===== config.mk =====
export PLATFORM = sky130hd
export DESIGN_NAME = ddr2_turnaround_monitor
export DESIGN_NICKNAME = d
export VERILOG_FILES = /design/src/rtl/ddr2_turnaround_pkg.sv /design/src/rtl/ddr2_turnaround_monitor_age_counter.sv /design/src/rtl/ddr2_turnaround_monitor.sv
export SDC_FILE = /design/constraint.sdc
export NUM_CORES = 1
export LEC_CHECK = 0
export CAP_MARGIN = 20
export CORE_MARGIN = 2
export CORE_UTILIZATION = 61
export DETAILED_ROUTE_END_ITERATION = 8
export GPL_ROUTABILITY_DRIVEN = 0
export PLACE_DENSITY = 0.94
export SKIP_LAST_GASP = 1
export SLEW_MARGIN = 20
export SYNTH_ARGS = -nofsm -noshare
export SYNTH_HDL_FRONTEND = slang
export SYNTH_SLANG_ARGS = --single-unit

===== constraint.sdc =====
create_clock -name clk -period 3.89 [get_ports clk]
set_input_delay 0.778 -clock clk [delete_from_list [all_inputs] [get_ports clk]]
set_output_delay 0.778 -clock clk [all_outputs]
set_load 0.01 [all_outputs]

===== src/rtl/ddr2_turnaround_pkg.sv =====
// Shared definitions for the DDR2 turnaround monitor: violation bit indices,
// command decode and default timing minima (overridable via DDR2_TIMING_* macros).
package ddr2_turnaround_pkg;

    localparam int VIOL_WTR = 0;
    localparam int VIOL_RTW = 1;
    localparam int VIOL_WR  = 2;
    localparam int VIOL_RTP = 3;
    localparam int VIOL_MCS = 4;
    localparam int VIOL_W   = 5;

    typedef enum logic [1:0] {
        CMD_NONE  = 2'd0,
        CMD_READ  = 2'd1,
        CMD_WRITE = 2'd2,
        CMD_PRE   = 2'd3
    } cmd_e;

`ifndef DDR2_TIMING_TWTR_MIN
`define DDR2_TIMING_TWTR_MIN 2
`endif
`ifndef DDR2_TIMING_TRTW_MIN
`define DDR2_TIMING_TRTW_MIN 4
`endif
`ifndef DDR2_TIMING_TWR_MIN
`define DDR2_TIMING_TWR_MIN 4
`endif
`ifndef DDR2_TIMING_TRTP_MIN
`define DDR2_TIMING_TRTP_MIN 2
`endif

    localparam int DEF_TWTR_MIN = `DDR2_TIMING_TWTR_MIN;
    localparam int DEF_TRTW_MIN = `DDR2_TIMING_TRTW_MIN;
    localparam int DEF_TWR_MIN  = `DDR2_TIMING_TWR_MIN;
    localparam int DEF_TRTP_MIN = `DDR2_TIMING_TRTP_MIN;

    function automatic int max_of4(input int a, input int b, input int c, input int d);
        int m;
        m = a;
        if (b > m) m = b;
        if (c > m) m = c;
        if (d > m) m = d;
        return m;
    endfunction

    // Only READ, WRITE and PRE matter; every other encoding (incl. A10 variants) is ignored.
    function automatic cmd_e decode_cmd(input logic ras_n, input logic cas_n, input logic we_n);
        cmd_e c;
        case ({ras_n, cas_n, we_n})
            3'b101:  c = CMD_READ;
            3'b100:  c = CMD_WRITE;
            3'b010:  c = CMD_PRE;
            default: c = CMD_NONE;
        endcase
        return c;
    endfunction

endpackage


===== src/rtl/ddr2_turnaround_monitor_age_counter.sv =====
// Saturating command-age counter: age restarts at 1 on a hit and otherwise
// counts up, holding at its all-ones maximum.
module ddr2_age_counter #(
    parameter int CNT_W = 6
) (
    input  logic             clk,
    input  logic             reset,
    input  logic             hit,
    output logic             valid,
    output logic [CNT_W-1:0] age
);

    localparam logic [CNT_W-1:0] AGE_MAX = '1;

    logic             valid_q, valid_d;
    logic [CNT_W-1:0] age_q, age_d;

    always_comb begin
        valid_d = valid_q;
        age_d   = age_q;
        if (hit) begin
            valid_d = 1'b1;
            age_d   = CNT_W'(1);
        end else if (age_q != AGE_MAX) begin
            age_d = age_q + 1'b1;
        end
    end

    always_ff @(posedge clk) begin
        if (reset) begin
            valid_q <= 1'b0;
            age_q   <= '0;
        end else begin
            valid_q <= valid_d;
            age_q   <= age_d;
        end
    end

    assign valid = valid_q;
    assign age   = age_q;

endmodule


===== src/rtl/ddr2_turnaround_monitor.sv =====
// DDR2 pad-level tWTR/tRTW/tWR/tRTP and multi-chip-select monitor with error log.
// Define DDR2_TURNAROUND_FATAL_EN to print each violation and stop with $fatal.
module ddr2_turnaround_monitor
    import ddr2_turnaround_pkg::*;
#(
    parameter int NUM_RANKS = 1,
    parameter int NUM_BANKS = 4,
    parameter int TWTR_MIN  = DEF_TWTR_MIN,
    parameter int TRTW_MIN  = DEF_TRTW_MIN,
    parameter int TWR_MIN   = DEF_TWR_MIN,
    parameter int TRTP_MIN  = DEF_TRTP_MIN,
    parameter int CNT_W     = 6,
    parameter int ERRCNT_W  = 16,
    localparam int BA_W     = $clog2(NUM_BANKS),
    localparam int RANK_W   = (NUM_RANKS > 1) ? $clog2(NUM_RANKS) : 1
) (
    input  logic                 clk,
    input  logic                 reset,
    input  logic                 cke_pad,
    input  logic [NUM_RANKS-1:0] csbar_pad,
    input  logic                 rasbar_pad,
    input  logic                 casbar_pad,
    input  logic                 webar_pad,
    input  logic [BA_W-1:0]      ba_pad,
    input  logic                 clear_err,
    output logic [VIOL_W-1:0]    viol,
    output logic [RANK_W-1:0]    viol_rank,
    output logic [BA_W-1:0]      viol_bank,
    output logic [VIOL_W-1:0]    err_sticky,
    output logic [VIOL_W-1:0]    first_viol,
    output logic [RANK_W-1:0]    first_rank,
    output logic [BA_W-1:0]      first_bank,
    output logic [ERRCNT_W-1:0]  err_count
);

    localparam int NB_TOT  = NUM_RANKS * NUM_BANKS;
    localparam int MAX_MIN = max_of4(TWTR_MIN, TRTW_MIN, TWR_MIN, TRTP_MIN);

    // A saturated age must still be >= every minimum, or old history would look like a violation.
    if (((2 ** CNT_W) - 1) < MAX_MIN) begin : g_cnt_w_too_small
        $error("ddr2_turnaround_monitor: CNT_W too small for the largest timing minimum");
    end

    localparam logic [CNT_W-1:0] TWTR_C = CNT_W'(TWTR_MIN);
    localparam logic [CNT_W-1:0] TRTW_C = CNT_W'(TRTW_MIN);
    localparam logic [CNT_W-1:0] TWR_C  = CNT_W'(TWR_MIN);
    localparam logic [CNT_W-1:0] TRTP_C = CNT_W'(TRTP_MIN);

    // Command decode
    logic [RANK_W-1:0] sel_rank;
    int                sel_count;
    logic              multi_sel;
    cmd_e              cmd;

    always_comb begin
        sel_rank  = '0;
        sel_count = 0;
        for (int i = NUM_RANKS - 1; i >= 0; i--) begin
            if (!csbar_pad[i]) begin
                sel_rank  = RANK_W'(i);
                sel_count = sel_count + 1;
            end
        end
        multi_sel = cke_pad && (sel_count > 1);
        cmd       = (cke_pad && (sel_count == 1)) ? decode_cmd(rasbar_pad, casbar_pad, webar_pad)
                                                  : CMD_NONE;
    end

    // Age counters
    logic [NUM_RANKS-1:0]            wr_rank_valid, rd_rank_valid;
    logic [NUM_RANKS-1:0][CNT_W-1:0] wr_rank_age, rd_rank_age;
    logic [NB_TOT-1:0]               wr_bank_valid, rd_bank_valid;
    logic [NB_TOT-1:0][CNT_W-1:0]    wr_bank_age, rd_bank_age;
    logic                            rd_bus_valid;
    logic [CNT_W-1:0]                rd_bus_age;

    ddr2_age_counter #(.CNT_W(CNT_W)) u_rd_bus (
        .clk   (clk),
        .reset (reset),
        .hit   (cmd == CMD_READ),
        .valid (rd_bus_valid),
        .age   (rd_bus_age)
    );

    genvar gi, gj;
    generate
        for (gi = 0; gi < NUM_RANKS; gi++) begin : g_rank
            ddr2_age_counter #(.CNT_W(CNT_W)) u_wr_rank (
                .clk   (clk),
                .reset (reset),
                .hit   ((cmd == CMD_WRITE) && (sel_rank == RANK_W'(gi))),
                .valid (wr_rank_valid[gi]),
                .age   (wr_rank_age[gi])
            );
            ddr2_age_counter #(.CNT_W(CNT_W)) u_rd_rank (
                .clk   (clk),
                .reset (reset),
                .hit   ((cmd == CMD_READ) && (sel_rank == RANK_W'(gi))),
                .valid (rd_rank_valid[gi]),
                .age   (rd_rank_age[gi])
            );
            for (gj = 0; gj < NUM_BANKS; gj++) begin : g_bank
                ddr2_age_counter #(.CNT_W(CNT_W)) u_wr_bank (
                    .clk   (clk),
                    .reset (reset),
                    .hit   ((cmd == CMD_WRITE) && (sel_rank == RANK_W'(gi)) && (ba_pad == BA_W'(gj))),
                    .valid (wr_bank_valid[gi*NUM_BANKS+gj]),
                    .age   (wr_bank_age[gi*NUM_BANKS+gj])
                );
                ddr2_age_counter #(.CNT_W(CNT_W)) u_rd_bank (
                    .clk   (clk),
                    .reset (reset),
                    .hit   ((cmd == CMD_READ) && (sel_rank == RANK_W'(gi)) && (ba_pad == BA_W'(gj))),
                    .valid (rd_bank_valid[gi*NUM_BANKS+gj]),
                    .age   (rd_bank_age[gi*NUM_BANKS+gj])
                );
            end
        end
    endgenerate

    // Per-rank read history is kept for hierarchical inspection; no rule consumes it.
    logic rd_rank_unused;
    assign rd_rank_unused = ^{rd_rank_valid, rd_rank_age};

    // Select the counters addressed by the current command
    logic             cur_wr_rank_valid, cur_wr_bank_valid, cur_rd_bank_valid;
    logic [CNT_W-1:0] cur_wr_rank_age, cur_wr_bank_age, cur_rd_bank_age;

    always_comb begin
        cur_wr_rank_valid = 1'b0;
        cur_wr_rank_age   = '0;
        cur_wr_bank_valid = 1'b0;
        cur_wr_bank_age   = '0;
        cur_rd_bank_valid = 1'b0;
        cur_rd_bank_age   = '0;
        for (int r = 0; r < NUM_RANKS; r++) begin
            if (RANK_W'(r) == sel_rank) begin
                cur_wr_rank_valid = wr_rank_valid[r];
                cur_wr_rank_age   = wr_rank_age[r];
                for (int b = 0; b < NUM_BANKS; b++) begin
                    if (BA_W'(b) == ba_pad) begin
                        cur_wr_bank_valid = wr_bank_valid[r*NUM_BANKS+b];
                        cur_wr_bank_age   = wr_bank_age[r*NUM_BANKS+b];
                        cur_rd_bank_valid = rd_bank_valid[r*NUM_BANKS+b];
                        cur_rd_bank_age   = rd_bank_age[r*NUM_BANKS+b];
                    end
                end
            end
        end
    end

    logic [VIOL_W-1:0] viol_d;

    always_comb begin
        viol_d           = '0;
        viol_d[VIOL_MCS] = multi_sel;
        viol_d[VIOL_WTR] = (cmd == CMD_READ)  && cur_wr_rank_valid && (cur_wr_rank_age < TWTR_C);
        viol_d[VIOL_RTW] = (cmd == CMD_WRITE) && rd_bus_valid      && (rd_bus_age < TRTW_C);
        viol_d[VIOL_WR]  = (cmd == CMD_PRE)   && cur_wr_bank_valid && (cur_wr_bank_age < TWR_C);
        viol_d[VIOL_RTP] = (cmd == CMD_PRE)   && cur_rd_bank_valid && (cur_rd_bank_age < TRTP_C);
    end

    // Output pulse and error log
    logic [VIOL_W-1:0]   viol_q, sticky_q, sticky_d, first_viol_q, first_viol_d;
    logic [RANK_W-1:0]   viol_rank_q, viol_rank_d, first_rank_q, first_rank_d;
    logic [BA_W-1:0]     viol_bank_q, viol_bank_d, first_bank_q, first_bank_d;
    logic [ERRCNT_W-1:0] err_count_q, err_count_d;
    logic                any_viol;

    always_comb begin
        any_viol     = |viol_d;
        viol_rank_d  = any_viol ? sel_rank : '0;
        viol_bank_d  = any_viol ? ba_pad : '0;
        sticky_d     = sticky_q;
        err_count_d  = err_count_q;
        first_viol_d = first_viol_q;
        first_rank_d = first_rank_q;
        first_bank_d = first_bank_q;
        if (any_viol) begin
            // A violation in the same cycle as clear_err restarts the log with itself.
            if (clear_err || (sticky_q == '0)) begin
                first_viol_d = viol_d;
                first_rank_d = sel_rank;
                first_bank_d = ba_pad;
            end
            if (clear_err) begin
                sticky_d    = viol_d;
                err_count_d = ERRCNT_W'(1);
            end else begin
                sticky_d = sticky_q | viol_d;
                if (err_count_q != '1) err_count_d = err_count_q + 1'b1;
            end
        end else if (clear_err) begin
            sticky_d     = '0;
            err_count_d  = '0;
            first_viol_d = '0;
            first_rank_d = '0;
            first_bank_d = '0;
        end
    end

    always_ff @(posedge clk) begin
        if (reset) begin
            viol_q       <= '0;
            viol_rank_q  <= '0;
            viol_bank_q  <= '0;
            sticky_q     <= '0;
            err_count_q  <= '0;
            first_viol_q <= '0;
            first_rank_q <= '0;
            first_bank_q <= '0;
        end else begin
            viol_q       <= viol_d;
            viol_rank_q  <= viol_rank_d;
            viol_bank_q  <= viol_bank_d;
            sticky_q     <= sticky_d;
            err_count_q  <= err_count_d;
            first_viol_q <= first_viol_d;
            first_rank_q <= first_rank_d;
            first_bank_q <= first_bank_d;
        end
    end

    assign viol       = viol_q;
    assign viol_rank  = viol_rank_q;
    assign viol_bank  = viol_bank_q;
    assign err_sticky = sticky_q;
    assign err_count  = err_count_q;
    assign first_viol = first_viol_q;
    assign first_rank = first_rank_q;
    assign first_bank = first_bank_q;

`ifdef DDR2_TURNAROUND_FATAL_EN
    always @(posedge clk) begin
        if (!reset && any_viol) begin
            if (viol_d[VIOL_WTR])
                $display("[%0t] ERROR: tWTR rank %0d bank %0d interval %0d", $time, sel_rank, ba_pad, cur_wr_rank_age);
            if (viol_d[VIOL_RTW])
                $display("[%0t] ERROR: tRTW rank %0d bank %0d interval %0d", $time, sel_rank, ba_pad, rd_bus_age);
            if (viol_d[VIOL_WR])
                $display("[%0t] ERROR: tWR rank %0d bank %0d interval %0d", $time, sel_rank, ba_pad, cur_wr_bank_age);
            if (viol_d[VIOL_RTP])
                $display("[%0t] ERROR: tRTP rank %0d bank %0d interval %0d", $time, sel_rank, ba_pad, cur_rd_bank_age);
            if (viol_d[VIOL_MCS])
                $display("[%0t] ERROR: multi-CS rank %0d bank %0d interval 0", $time, sel_rank, ba_pad);
            $fatal(1, "ddr2_turnaround_monitor: timing violation");
        end
    end
`endif

endmodule


==> impl_results.md, run 1 <==
- Hold Violations, Final: 0
- Crit. End Element: flop
- PD cells: 374 nW/um^2
- GR Overflow Total: 0
- Core Area: 7250 sq um
- Total negative setup slack: 0 ps
- Clock Path Buffers: 2
- Yosys cell types: 48
- Post-synthesis sequential area ratio: 44.7%
- Final Core Density: 72.8%
- Placed cell count: 650
- Synth top area share: 44.7%
- Synth warn: 0
- Initial DRC Count: 278
- Status: completed
- Port-buffer cells: 41
- Post-synthesis async set-or-reset flop share: 0%
- LEAKAGE: 0.00193 uW
- Die X-Extent: 90.5 microns
- Post-Synthesis Cell Area: 4570 sq um
- Pre-CTS WS: 304 ps
- Hold crit path type: reg -> reg
- Logic pwr share: 6.4%
- Max VDD drop: 0.199 mV
- Part of the cycle the worst path needs: 91.3%
- Internal power: 1510 uW
- Antenna Cells: 0
- Finished Layout Cells: 666
- CTS tree: yes
- Switching power: 467 uW
- DR DRC count: 0
- Critical Path AT: 3850 ps
- Setup violations, final: 0
- TritonCTS Buffers: 9
- Io pins: 47
- Layout cells sized above 1: 6.70%
- Busiest grt layer: met2
- Clock share of power: 37.6%
- Critical Path RT: 4190 ps
- Routed Antenna Nets: 0
- Vias per Instance: 6.28
- RSZ-0062 raised after global routing: false
- Syn Inst Count: 524
- Most used DFF post-synth: dfxtp_1
- CP max stage delay: 710 ps
- Slew Limit Fails: 0
- Max FO, Critical Path: 15
- Top delay family on crit path: simple AND/OR/NAND/NOR gates
- # fillers: 479
- WS Path Type: in -> reg
- Met3 GRT Util: 4.59%
- Initial Utilization: 63.0%
- Vias in the first global route: 4005
- Seq cells post-synth: 102
- Worst-skew pair later-pin latency: 370 ps
- CTS resizes: 0
- Worst Hold Slack: 463 ps
- Global-route wire length before repair: 17800 microns
- DRT Pass-1 Iters: 5
- Nets: 583
- Minimum clock period: 3550 ps
- Avg WL per Cell: 16.0 microns
- Startpoint Class: primary input
- Max cap viols: 0
- Critical-path top delay cell: a211oi_1
- Initial antenna violation count: 0
- Clock transition at path regs: 90 ps
- Max Fclk: 0.282 GHz
- Grt met1 use: 29.3%
- Met2 usage: 45.8%
- Post-synth EDFFs: 0
- Post-CTS Hold Fix Bufs: 0
- Setup bufs post-CTS: 0
- Critical path, cell by cell: clkdlybuf4s50_1, buf_4, nor4b_1, nand3_1, a211oi_1, nor4_4, or4_1, a21oi_1
- Slew @ Worst Pin: 770 ps
- # H-tree levels: 3
- Die H: 90.5 microns
- Final WS setup: 338 ps
- CP Buf/Inv Count: 2
- Root Driver: clkbuf_8
- Die area: 8200 sq um
- Share of power burned in registers: 56.0%
- Largest net degree at the start of global routing: 41
- Post-DP HPWL: 7280 microns
- Vias: 4181
- Worst slew margin: 48.4%
- Syn_area_per_cell: 8.72 sq um
- Synth area leader: dfxtp_1
- Sw frac: 23.6%
- Skew final: 16.0 ps
- CTS sink cnt: 102
- Most area-consuming cells after synthesis: dfxtp_1 45%, a21oi_1 5.6%, nor2_1 4.4%
- Area Overhead vs Synth: 15.5%
- Rows: 31
- Tot GR Track Use: 26.3%
- Post-Route WL: 10700 microns
## synth_stat cells, types with 5 or more instances
cell type  instances
dfxtp_1          102
nor2_1            54
a21oi_1           51
nand2_1           39
nand3_1           37
nor3_1            25
xnor2_1           16
a31oi_1           15
clkbuf_1          15
ha_1              11
mux2i_1           11
inv_1             10
nor4_1            10
o21ai_0            9
xor2_1             9
and3_1             8
or2_2              8
nand4_1            7
nor2b_1            7
or4_1              7
buf_4              6
nor3b_1            5
o31ai_1            5
or3_1              5
## tightest hold or removal path, cell delays in order, from the launching register on
cell,delay (ps)
dfxtp_1,320
inv_1,50
a21oi_1,50
## power groups by stage
| stage | clock network (uW) | registers, uW | logic, uW |
|---|---|---|---|
| 2_1_floorplan | 0 | 1120 | 98.3 |
| 3_3_place_gp | 0 | 1130 | 117 |
| 3_5_place_dp | 0 | 1130 | 124 |
| 4_1_cts | 750 | 1100 | 126 |
| 5_1_grt | 799 | 1110 | 141 |
| 6_report | 743 | 1110 | 127 |
## cell type report
class                   instances  area [sq um]  share of cell area (%)
clock buffers                  11           141                    2.68
repair buffers                 49           470                    8.91
inverters                      10          37.5                   0.711
well taps                      99           124                    2.35
clock inverters                 5          82.6                    1.56
multi-input cells             390          2380                    45.1
flip-flops and latches        102          2040                    38.7
## per-stage QoR
stage | instance area (sq um) | total power (uW)
2_1_floorplan | 4580 | 1220
3_3_place_gp | 5040 | 1240
3_5_place_dp | 5040 | 1250
4_1_cts | 5270 | 1980
5_1_grt | 5280 | 2050
6_report | 5280 | 1980
## cell families (layout without fill, tap and decap cells)
kind of cell | Yosys count | after routing | synth area share [%]
buffers and inverters | 36 | 75 | 3.72
and+or+nand+nor | 231 | 231 | 26.1
adders and majority gates | 11 | 11 | 3.01
DFF | 102 | 102 | 44.7
xor gates and xnor gates | 25 | 25 | 4.79
muxes | 14 | 14 | 3.15
AOI/OAI and AO/OA | 104 | 104 | 14.4
other | 1 | 5 | 0.0821
## sequential cells by signal, indices dropped and copies added (netlist names)
signal,flops
err_sticky,4
first_bank,2
u_rd_bus.valid,1
g_rank.u_wr_rank.valid,1
g_rank.g_bank.u_wr_bank.valid,4
first_viol,4
g_rank.g_bank.u_wr_bank.age,24
err_count,16
u_rd_bus.age,6
g_rank.u_wr_rank.age,6
g_rank.g_bank.u_rd_bank.age,24
g_rank.g_bank.u_rd_bank.valid,4
viol,4
viol_bank,2
## layout by cell type (no fill, tap or decap), drive strengths merged, types with 5 or more instances in the layout
cell / instances
or2: 8
and3: 8
or3: 5
mux2i: 11
or4: 7
o31ai: 5
dfxtp: 102
inv: 10
clkdlybuf4s50: 41
a31oi: 15
buf: 8
nand2: 39
xor2: 9
ha: 11
xnor2: 16
clkbuf: 11
nor4: 11
nor2b: 7
nand3: 37
nor2: 54
nor3: 25
nand4: 7
nor3b: 5
conb: 5
a21oi: 52
o21ai: 9
## metal layers
metal	part of all wire (%)	vias to the layer above	wire (microns)
met3	5.2	43	559
met5	0	-	0
li1	-	1980	-
met4	4.7	0	505
met2	50	169	5360
met1	40	1989	4230
## final timing paths
kind	startpoint	to	slack [ps]	depth (start not counted)
hold reg to reg	g_rank[0].g_bank[3].u_rd_bank.valid$_SDFFE_PP0P_	g_rank[0].g_bank[3].u_rd_bank.valid$_SDFFE_PP0P_	460	2
hold / removal	g_rank[0].g_bank[3].u_rd_bank.valid$_SDFFE_PP0P_	g_rank[0].g_bank[3].u_rd_bank.valid$_SDFFE_PP0P_	460	2
setup reg to reg	g_rank[0].g_bank[3].u_rd_bank.age[2]$_SDFFE_PP0P_	err_count[5]$_SDFFE_PP0P_	1010	6
setup / recovery	ba_pad[0]	err_count[5]$_SDFFE_PP0P_	340	8
(Power assumes the default switching activity.)
==> inputs of run 2 (changes only) <==
--- a/config.mk
+++ b/config.mk
@@ -5,12 +5,12 @@
 export SDC_FILE = /design/constraint.sdc
 export NUM_CORES = 1
 export LEC_CHECK = 0
+export ABC_CLOCK_PERIOD_IN_PS = 3000
 export CAP_MARGIN = 20
-export CORE_MARGIN = 2
-export CORE_UTILIZATION = 61
+export CORE_UTILIZATION = 51
 export DETAILED_ROUTE_END_ITERATION = 8
 export GPL_ROUTABILITY_DRIVEN = 0
-export PLACE_DENSITY = 0.94
+export PLACE_DENSITY = 0.85
 export SKIP_LAST_GASP = 1
 export SLEW_MARGIN = 20
 export SYNTH_ARGS = -nofsm -noshare
==> constraint.sdc (replaced) <==
create_clock -name clk -period 3 [get_ports clk]
set_input_delay 0.6 -clock clk [delete_from_list [all_inputs] [get_ports clk]]
set_output_delay 0.6 -clock clk [all_outputs]
set_load 0.01 [all_outputs]
==> run 2 against run 1 <==
Sequential power grew 29%. Critical path type unchanged. Power increased by 22%. Largest power group unchanged. Sequential share of layout area fell by 0.13 points. Highest routed layer unchanged. Combinational power up 33%. Register-to-register slack got worse by 580 ps. Via count fell by 2.7%. Worst hold slack got worse by 1.1 ps. Core utilization shrank 12 points. Final cell count up 2.1%. Count of clock-buffer cells in the layout up 2. Clock skew down 5.9 ps.
==> impl_results.md, run 2 (synthesized netlist as in run 1, its figures left out) <==
- Worst slew margin: 46.6%
- TritonCTS Buffers: 9
- Min-Delay Path Depth: 2
- Worst-skew pair later-pin latency: 360 ps
- Global-route wire length before repair: 17200 microns
- Setup violations, final: 0
- DRT Pass-1 Iters: 5
- Layout cells sized above 1: 7.52%
- PD cells: 457 nW/um^2
- Finished Cell Area: 5300 sq um
- Leading cell types in the layout, fill and taps excluded: 102 x dfxtp_1, 54 x nor2_1, 51 x a21oi_1
- Minimum setup slack among reg-to-reg paths: 430 ps
- Skew final: 10.1 ps
- LEAKAGE: 0.00194 uW
- CTS sink cnt: 102
- Tot GR Track Use: 21.9%
- Post-layout total power: 2420 uW
- Crit. End Element: flop
- Post-Route WL: 10200 microns
- Routed Antenna Nets: 0
- Vias in the first global route: 3862
- CTS tree: yes
- Setup bufs post-CTS: 0
- Antenna Cells: 0
- Port-buffer cells: 41
- Critical-path top delay cell: a2111oi_2
- CTS resizes: 0
- Most common cell after layout, fill and taps aside: dfxtp_1
- Critical path, cell by cell: clkdlybuf4s50_1, nor4bb_1, a221oi_1, a2111oi_2, nor4_4, or4_1, a21oi_1
- Clock Path Buffers: 2
- # H-tree levels: 3
- Area Overhead vs Synth: 15.9%
- HP Start: g_rank[0].g_bank[3].u_wr_bank.valid$_SDFFE_PP0P_
- Io pins: 47
- Max VDD drop: 0.269 mV
- Max Fclk: 0.365 GHz
- Max FO, Critical Path: 15
- WS Path Type: in -> reg
- GR Overflow Total: 0
- Worst Reg-to-Reg Cells: 6
- Largest net degree at the start of global routing: 34
- Initial DRC Count: 198
- Worst Hold Slack: 462 ps
- Status: completed
- Rows: 34
- Initial Utilization: 52.6%
- Vias: 4070
- Slew @ Worst Pin: 793 ps
- Slew Limit Fails: 0
- # fillers: 734
- Die area: 9340 sq um
- Hold Violations, Final: 0
- Placed Instance Area: 5110 sq um
- Total negative setup slack: 0 ps
- Post-DP HPWL: 7270 microns
- Die H: 96.6 microns
- Reg-to-reg endpoint: err_count[7]$_SDFFE_PP0P_
- Initial antenna violation count: 0
- Nets: 589
- Minimum clock period: 2740 ps
- Final WS setup: 264 ps
- CP Launch Point: ba_pad[0]
- RSZ-0062 raised after global routing: false
- Hold crit path type: reg -> reg
- Worst R2R Start: g_rank[0].g_bank[2].u_wr_bank.age[2]$_SDFFE_PP0P_
- Max cap viols: 0
- DR DRC count: 0
- Critical Path RT: 3290 ps
- Worst Hold End: g_rank[0].g_bank[3].u_wr_bank.valid$_SDFFE_PP0P_
- Pre-CTS WS: -97.8 ps
- Die X-Extent: 96.6 microns
- Part of the cycle the worst path needs: 91.2%
- Avg WL per Cell: 15.0 microns
- CP max stage delay: 540 ps
- Clock transition at path regs: 90 ps
- Critical Path AT: 3020 ps
- Vias per Instance: 5.99
- Post-CTS Hold Fix Bufs: 0
- Core Area: 8680 sq um
- Startpoint Class: primary input
- Root Driver: clkbuf_8
[run 2: how the worst max path moves through the flow]
stage                                             to  slack [ps]  depth (start not counted)
after global routing      err_count[10]$_SDFFE_PP0P_         150                          8
after CTS                 err_count[10]$_SDFFE_PP0P_         280                          8
after detailed placement  err_count[10]$_SDFFE_PP0P_        -100                          8
after floorplan           first_viol[0]$_SDFFE_PP0P_         550                          7
after global placement    first_viol[1]$_SDFFE_PP0P_          -2                          7
final                      err_count[7]$_SDFFE_PP0P_         260                          7
[run 2: worst max-delay path: cells and delay by family]
| kind | cells | cell delay [ps] |
|---|---|---|
| and+or+nand+nor | 3 | 1050 |
| AOI/OAI and AO/OA | 3 | 870 |
| buffers and inverters | 1 | 500 |
[run 2: layout make-up]
class                      count  area (sq um)  area share [%]
tap                          108           135            2.55
sequential                   102          2040            38.6
multi-input combinational    390          2380            44.9
clock inverter                 2          16.3           0.307
clock buffer                  13           169            3.19
timing repair buffer          55           515            9.74
inverter                      10          37.5           0.709
[run 2: report_power, final]
| part | leakage [uW] | internal (uW) | switching, uW |
|---|---|---|---|
| Clock | 0.0000917 | 368 | 448 |
| Sequential | 0.000828 | 1390 | 43.8 |
| Combinational | 0.00102 | 75.6 | 93.6 |
| Total | 0.00194 | 1830 | 585 |
[run 2: layer usage]
layer | global-route usage, % | wire, microns | up-vias | share of wire, %
met3 | 5.42 | 503 | 6 | 4.9
met1 | 25.4 | 4240 | 1954 | 42
li1 | - | - | 1988 | -
met4 | 5.28 | 68 | 0 | 0.67
met2 | 40.2 | 5360 | 122 | 53
met5 | 0 | 0 | - | 0
[run 2: per-stage QoR]
| step | std cells | utilization (%) |
|---|---|---|
| CTS | 680 | 61.0 |
| global placement | 665 | 58.9 |
| finish | 680 | 61.0 |
| detailed placement | 665 | 58.9 |
| floorplan | 528 | - |
| global route | 680 | 61.0 |
==> inputs of run 3 (changes only) <==
--- a/config.mk
+++ b/config.mk
@@ -10,6 +10,7 @@
 export CORE_UTILIZATION = 51
 export DETAILED_ROUTE_END_ITERATION = 8
 export GPL_ROUTABILITY_DRIVEN = 0
+export MAX_ROUTING_LAYER = met4
 export PLACE_DENSITY = 0.85
 export SKIP_LAST_GASP = 1
 export SLEW_MARGIN = 20
==> run 3 against run 2 <==
Worst hold slack about the same. Sequential power about the same. Critical path depth increased by 1. Final area unchanged. Global-route usage increased by 0.59 points. Sequential cell count unchanged. First-iteration DRC count decreased by 5.6%.
==> impl_results.md, run 3 (synthesized netlist as in run 1, its figures left out) <==
- Clock transition at path regs: 90 ps
- Multi-input logic area: 2380 sq um
- CP max stage delay: 540 ps
- Hold crit path type: reg -> reg
- Clock Path Buffers: 2
- Die area: 9340 sq um
- Global-route wire length before repair: 17200 microns
- Critical path, cell by cell: clkdlybuf4s50_1, nor4bb_1, a221oi_1, a2111oi_2, nor4_4, buf_4, or3_1, a21oi_1
- Die H: 96.6 microns
- Io pins: 47
- Crit. End Element: flop
- Met3 WL: 452 microns
- Leading cell types in the layout, fill and taps excluded: 102 x dfxtp_1, 54 x nor2_1, 51 x a21oi_1
- CTS resizes: 0
- Slew Limit Fails: 0
- Layout cells sized above 1: 7.52%
- Top Metal Used: met4
- Initial Utilization: 52.6%
- Nets: 589
- Slew @ Worst Pin: 791 ps
- Placed cell count: 665
- Port-buffer cells: 41
- # fillers: 734
- TritonCTS Buffers: 9
- Setup bufs post-CTS: 0
- CTS tree: yes
- Worst Reg-to-Reg Cells: 7
- # H-tree levels: 3
- Status: completed
- DRT Pass-1 Iters: 4
- DR WL met2: 5360 microns
- Final Core Density: 61.0%
- Worst slew margin: 46.8%
- Core Area: 8680 sq um
- Antenna Cells: 0
- Finished Layout Cells: 680
- Minimum clock period: 2710 ps
- Vias per Instance: 5.97
- Largest net degree at the start of global routing: 34
- Routed Antenna Nets: 0
- Max FO, Critical Path: 15
- RSZ-0062 raised after global routing: false
- DR DRC count: 0
- Most common cell after layout, fill and taps aside: dfxtp_1
- PD cells: 458 nW/um^2
- Met1 Wirelength: 4310 microns
- WS Path Type: in -> reg
- Die X-Extent: 96.6 microns
- Initial antenna violation count: 0
- Placed Instance Area: 5110 sq um
- Max Fclk: 0.369 GHz
- Part of the cycle the worst path needs: 90.4%
- Vias: 4058
- Min-Delay Path Depth: 2
- Hold Violations, Final: 0
- Post-Route WL: 10200 microns
- Max cap viols: 0
- Minimum setup slack among reg-to-reg paths: 460 ps
- Skew final: 10.2 ps
- Post-CTS Hold Fix Bufs: 0
- Max VDD drop: 0.269 mV
- LEAKAGE: 0.00194 uW
- CTS sink cnt: 102
- Area Overhead vs Synth: 15.9%
- Vias in the first global route: 3861
- Post-DP HPWL: 7270 microns
- Avg WL per Cell: 15.0 microns
- Critical-path top delay cell: a2111oi_2
- Worst-skew pair later-pin latency: 370 ps
- Critical Path AT: 3010 ps
- Post-layout total power: 2420 uW
- Startpoint Class: primary input
- Finished Cell Area: 5300 sq um
- Root Driver: clkbuf_8
- Storage element area: 2040 sq um
- Initial DRC Count: 187
- Worst Hold Slack: 462 ps
- Critical Path RT: 3300 ps
- Rows: 34
- GR Overflow Total: 0
- Tot GR Track Use: 22.5%
- Setup violations, final: 0
[run 3: final timing paths]
| check | startpoint | to |
|---|---|---|
| hold reg to reg | g_rank[0].g_bank[3].u_wr_bank.valid$_SDFFE_PP0P_ | g_rank[0].g_bank[3].u_wr_bank.valid$_SDFFE_PP0P_ |
| setup reg to reg | g_rank[0].g_bank[2].u_wr_bank.age[2]$_SDFFE_PP0P_ | err_count[10]$_SDFFE_PP0P_ |
| setup / recovery | ba_pad[0] | err_count[10]$_SDFFE_PP0P_ |
| hold / removal | g_rank[0].g_bank[3].u_wr_bank.valid$_SDFFE_PP0P_ | g_rank[0].g_bank[3].u_wr_bank.valid$_SDFFE_PP0P_ |
[run 3: power breakdown]
group | switching, uW | internal, uW | total [uW]
combinational | 93.6 | 75.6 | 169
clock | 452 | 368 | 820
sequential | 43.9 | 1390 | 1430
total | 590 | 1830 | 2420
[run 3: layer usage]
metal / vias up / GRT usage (%)
met3: 7 / 5.42
met5: - / -
li1: 1990 / -
met1: 1958 / 25.3
met2: 103 / 40.2
met4: 0 / 5.28
[run 3: layout make-up]
class,instances,share of cell area [%]
well taps,108,2.55
inverters,10,0.709
flip-flops and latches,102,38.6
repair buffers,55,9.74
clock inverters,2,0.307
multi-input cells,390,44.9
clock buffers,13,3.19
[run 3: stage by stage]
stage | TNS, ps | setup slack (ps)
CTS | 0 | 279
global placement | -6.90 | -2.46
floorplan | 0 | 550
finish | 0 | 287
global route | 0 | 152
detailed placement | -744 | -97.8
[run 3: critical path, delay by kind of cell]
family                 cells  cell delay (ps)
AO/OA/AOI/OAI              3              840
AND/OR/NAND/NOR            3              860
buffers and inverters      2              720
